==> config.mk <==
export PLATFORM = sky130hd
export DESIGN_NAME = mac_seq_ctrl
export DESIGN_NICKNAME = d
export VERILOG_FILES = /design/src/rtl/mac_seq_ctrl.sv
export SDC_FILE = /design/constraint.sdc
export NUM_CORES = 2
export LEC_CHECK = 0
export BUFFER_PORTS_ARGS = -buffer_cell sky130_fd_sc_hd__clkbuf_2
export CORE_MARGIN = 2
export CORE_UTILIZATION = 55
export DETAILED_ROUTE_END_ITERATION = 7
export GPL_ROUTABILITY_DRIVEN = 0
export PLACE_DENSITY = 0.75
export SYNTH_ARGS = -nofsm -noshare
export SYNTH_HDL_FRONTEND = slang
export SYNTH_SLANG_ARGS = --single-unit
==> constraint.sdc <==
create_clock -name clk -period 8.6 [get_ports clk]
set_input_delay 0 -clock clk [delete_from_list [all_inputs] [get_ports clk]]
set_output_delay 0 -clock clk [all_outputs]
set_load 0.05 [all_outputs]
==> src/rtl/mac_seq_ctrl.sv <==
// ============================================================================
// Module   : mac_seq_ctrl
// Brief    : EX-stage sequencer for MADD/MADDU/MSUB/MSUBU. Latches operand
//            magnitudes, forms the 2*DW product, accumulates it into the
//            forwarded HI/LO pair and issues a one-cycle HI/LO write strobe
//            while holding the pipeline through stallreq_o.
// Options  : MAC_ITER_MUL_EN - when defined, MUL is a DW-cycle shift-add
//            multiplier driven by an iteration counter; when undefined, MUL
//            is a single-cycle combinational multiply.
// Revision : 1.0 - initial release
// ============================================================================
`default_nettype none

module mac_seq_ctrl #(
  parameter int DW         = 32,
  parameter int ITER_CNT_W = 5
) (
  input  logic          clk,
  input  logic          rst,
  input  logic          start_i,
  input  logic [1:0]    op_i,
  input  logic [DW-1:0] opdata1_i,
  input  logic [DW-1:0] opdata2_i,
  input  logic [DW-1:0] hi_i,
  input  logic [DW-1:0] lo_i,
  input  logic          flush_i,
  output logic          stallreq_o,
  output logic          busy_o,
  output logic          whilo_o,
  output logic [DW-1:0] hi_o,
  output logic [DW-1:0] lo_o
);

  // The iteration counter must count exactly DW partial products.
  if ((1 << ITER_CNT_W) != DW) begin : g_cfg_check
    $error("mac_seq_ctrl: 2**ITER_CNT_W must equal DW");
  end

  typedef enum logic [1:0] {
    IDLE = 2'd0,
    MUL  = 2'd1,
    ACC  = 2'd2,
    DONE = 2'd3
  } state_t;

  state_t          state;
  logic            sub_r;      // 1: subtract product from HI/LO
  logic            sign_r;     // 1: product must be negated
  logic [DW-1:0]   mag_a;
  logic [DW-1:0]   mag_b;
  logic [2*DW-1:0] prod_r;

  // op_i[0]==0 selects the signed variants (MADD, MSUB).
  logic            op_signed;
  logic [DW-1:0]   abs_a;
  logic [DW-1:0]   abs_b;
  logic            new_sign;
  logic [2*DW-1:0] hilo_in;
  logic [2*DW-1:0] acc_sum;
  logic [2*DW-1:0] mul_res;

  assign op_signed = ~op_i[0];
  // 0x80..0 negates to itself; read as unsigned it is the correct magnitude.
  assign abs_a     = (op_signed && opdata1_i[DW-1]) ? -opdata1_i : opdata1_i;
  assign abs_b     = (op_signed && opdata2_i[DW-1]) ? -opdata2_i : opdata2_i;
  assign new_sign  = op_signed & (opdata1_i[DW-1] ^ opdata2_i[DW-1]);

  assign hilo_in   = {hi_i, lo_i};
  assign acc_sum   = sub_r ? (hilo_in - prod_r) : (hilo_in + prod_r);

`ifdef MAC_ITER_MUL_EN
  localparam logic [ITER_CNT_W-1:0] CNT_LAST = ITER_CNT_W'(DW - 1);

  logic [ITER_CNT_W-1:0] iter_cnt;
  logic [2*DW-1:0]       part_prod;
  logic [2*DW-1:0]       part_sum;

  // prod_r accumulates one shifted copy of mag_b per set bit of mag_a.
  assign part_prod = mag_a[iter_cnt] ? ({{DW{1'b0}}, mag_b} << iter_cnt) : '0;
  assign part_sum  = prod_r + part_prod;
  assign mul_res   = sign_r ? -part_sum : part_sum;
`else
  logic [2*DW-1:0] full_prod;

  assign full_prod = {{DW{1'b0}}, mag_a} * {{DW{1'b0}}, mag_b};
  assign mul_res   = sign_r ? -full_prod : full_prod;
`endif

  // Stall request: raised in the accepting IDLE cycle and through MUL/ACC.
  always_comb begin
    stallreq_o = 1'b0;
    if (rst && !flush_i) begin
      case (state)
        IDLE:    stallreq_o = start_i;
        MUL:     stallreq_o = 1'b1;
        ACC:     stallreq_o = 1'b1;
        default: stallreq_o = 1'b0;
      endcase
    end
  end

  // Sequencer FSM with registered busy/write-strobe/result outputs.
  always_ff @(posedge clk or negedge rst) begin
    if (!rst) begin
      state   <= IDLE;
      sub_r   <= 1'b0;
      sign_r  <= 1'b0;
      mag_a   <= '0;
      mag_b   <= '0;
      prod_r  <= '0;
      busy_o  <= 1'b0;
      whilo_o <= 1'b0;
      hi_o    <= '0;
      lo_o    <= '0;
`ifdef MAC_ITER_MUL_EN
      iter_cnt <= '0;
`endif
    end else if (flush_i) begin
      // Annul: results already in hi_o/lo_o are kept.
      state   <= IDLE;
      busy_o  <= 1'b0;
      whilo_o <= 1'b0;
`ifdef MAC_ITER_MUL_EN
      iter_cnt <= '0;
`endif
    end else begin
      case (state)
        IDLE: begin
          whilo_o <= 1'b0;
          if (start_i) begin
            sub_r  <= op_i[1];
            sign_r <= new_sign;
            mag_a  <= abs_a;
            mag_b  <= abs_b;
            prod_r <= '0;
            busy_o <= 1'b1;
            state  <= MUL;
          end
        end
        MUL: begin
`ifdef MAC_ITER_MUL_EN
          if (iter_cnt == CNT_LAST) begin
            prod_r   <= mul_res;
            iter_cnt <= '0;
            state    <= ACC;
          end else begin
            prod_r   <= part_sum;
            iter_cnt <= iter_cnt + ITER_CNT_W'(1);
          end
`else
          prod_r <= mul_res;
          state  <= ACC;
`endif
        end
        ACC: begin
          {hi_o, lo_o} <= acc_sum;
          whilo_o      <= 1'b1;
          state        <= DONE;
        end
        DONE: begin
          whilo_o <= 1'b0;
          busy_o  <= 1'b0;
          state   <= IDLE;
        end
        default: begin
          whilo_o <= 1'b0;
          busy_o  <= 1'b0;
          state   <= IDLE;
        end
      endcase
    end
  end

endmodule

`default_nettype wire

==> flow_summary.yaml <==
outcome:
  status: "finished clean"
final_layout:
  nFillCells: 7131
  register_area_mm2: 0.00500
  area_growth_pct: 13.1
  multi_input_area_mm2: 0.0395
  final_common_cell: "inv_1"
  layout-drive-gt1-share_pct: 12.2
  layout_common_cells: "inv_1 (888), fa_1 (885), nand2_1 (783), and2_1 (602), ha_1 (319)"
  nets: 7249
synthesis:
  ys_ff_latch: 198
  yosys_warnings: 0
  synth_fp_nets: 6932
  syn_area_per_cell_um2: 8.69
  synthFlopType: "dfrtp_1"
  synthCells: 5567
  yosysTopAreaCellShare_pct: 37.1
  synth_cell_types: 93
  synth_edf_count: 0
  synth_area_mm2: 0.0484
  synth-seq-area-share_pct: 10.2
  async_reset_ff_share_pct: 100
  yosys.area.top_type: "fa_1"
  netlist_top_cells_area: "fa_1 (37%), dfrtp_1 (10%), ha_1 (8.6%)"
flow_run:
  maxCapViolCount: 0
die:
  design.core.area_mm2: 0.0869
  ios: 201
  dieArea_mm2: 0.0903
  placementRows: 108
  initial_core_util_pct: 55.7
  die_h_um: 301
  die_x_um: 301
cts:
  cts_tree: "done"
  clk_pin_slew_ns: 0.08
  root_buffer: "clkbuf_16"
  clock_latency_ns: 0.54
  numCtsBuffers: 17
  h-tree-depth: 4
  clk_path_buf_depth: 2
  numClockSinks: 198
sta:
  clock_skew_ns: 0.0247
  grt_setup_unrepaired: "yes"
  fmax_ghz: 0.118
  worst_pin_slew_ns: 1.37
  period_share_pct: 98.5
  hold_viol: 0
  max_slew_margin_pct: 8.57
  holdWs_ns: 0.0330
  report.final.slew_viol_count: 0
  min_period_ns: 8.47
  setup_viol: 0
global_routing:
  use_met2_pct: 47.0
  use_met3_pct: 5.27
  grt_pass1_wl_mm: 209
  grt_pass1_vias: 40500
  use_met1_pct: 40.2
  top_usage_layer: "met2"
  overflow: 0
  grt_max_degree: 129
  track_usage_pct: 28.9
  antenna_found_initial: 6
route:
  ant_nets: 0
  num_vias: 39400
  via_per_inst: 5.59
  wl_mm: 129
  routedWlPerCell_um: 18.3
  firstDrtPassIters: 6
  drcViolationCount: 0
  drt-initial-drc-count: 3060
worst_hold_path:
  min-delay-path-class: "input port to register"
critical_path:
  cpPeakStageDelay_ns: 0.56
  cpLargestDelayFamily: "adder cells"
  cp_common_cell: "fa_1"
  cp.arrival_ns: 8.84
  required_ns: 8.97
  worstSetupPathType: "register to register"
  crit_buf_inv: 6
  startpoint_type: "register"
  critPathMaxFanout: 5
  end_kind: "register"
  crit_path_top_delay_cell: "fa_1"
placement:
  hpwl_mm: 106
  io_buffers: 200
==> sequential cells by signal (all words and copies together) (netlist names) <==
register and flops:
busy_o 1, hi_o 32, lo_o 32, mag_a 32, mag_b 32, prod_r 64
sign_r 1, state 2, sub_r 1, whilo_o 1
==> area by class of cell <==
| class | instances | share of cell area, % |
|---|---|---|
| diodes | 5 | 0.0229 |
| multi-input cells | 4174 | 72.2 |
| clock buffers | 18 | 0.803 |
| flip-flops and latches | 198 | 9.14 |
| repair buffers | 600 | 8.73 |
| well taps | 1155 | 2.64 |
| inverters | 893 | 6.13 |
| clock inverters | 14 | 0.336 |
==> metal layers <==
metal | part of all wire, % | wire length [um]
met1 | 42 | 54900
met5 | 0.010 | 13
met2 | 47 | 60700
met4 | 2.1 | 2710
met3 | 8.6 | 11100
==> what timing repair did <==
action                                  CTS  global route
endpoints found under the hold margin   153             0
pin swaps                                 1            68
gates cloned                              0             2
hold buffers                             97             0
setup buffers                             2            27
gates resized for setup                  10           174
endpoints found under the setup margin   16            32
==> logic make-up after synthesis <==
family,Yosys count,share of synthesized area [%]
AOI/OAI and AO/OA,800,10.1
DFF,198,10.2
adders and majority gates,1231,45.8
buffers and inverters,1195,9.45
xor gates and xnor gates,287,5.23
and+or+nand+nor,1849,19.0
muxes,7,0.153
==> per-stage QoR <==
| step | util (%) | instance area, um2 | instances | worst slack (ns) | TNS (ns) |
|---|---|---|---|---|---|
| 2_1_floorplan | - | 48400 | 5567 | 0.296 | 0 |
| 3_3_place_gp | 60.0 | 52100 | 6892 | 0.0292 | 0 |
| 3_5_place_dp | 60.0 | 52100 | 6892 | -0.138 | -0.760 |
| 4_1_cts | 61.8 | 53700 | 7023 | -0.00452 | -0.00452 |
| 5_1_grt | 62.9 | 54700 | 7057 | -0.105 | -1.58 |
| 6_report | 62.9 | 54700 | 7057 | 0.131 | 0 |
==> synth_stat cells (85+ instances only) <==
cell	number
fa_1	897
inv_1	893
nand2_1	787
and2_1	609
ha_1	334
o21ai_0	289
clkbuf_1	285
a21oi_1	222
xnor2_1	200
dfrtp_1	198
nor2_1	161
xor2_1	85
==> final timing paths <==
kind | endpoint | depth (start not counted) | start | slack, ns
worst max-delay path | prod_r[59] | 28 | mag_b[14] | 0.13
worst min-delay path | hi_o[2] | 4 | hi_i[2] | 0.03
worst max register to register | prod_r[59] | 28 | mag_b[14] | 0.13
worst min register to register | lo_o[23] | 2 | lo_o[23] | 0.48
max in group asynchronous | mag_b[14] | 3 | rst | 7.12
min in group asynchronous | hi_o[24] | 2 | rst | 0.04
==> tightest hold or removal path, delay by kind of cell <==
kind            cells  cell delay (ns)
xor+xnor            1             0.08
buf+inv             1             0.09
fa+ha+maj           1             0.22
compound gates      1             0.13
Power is left out: the tool's default activity adds up to more than one toggle a clock period on the data nets, which glitch-free logic cannot reach.
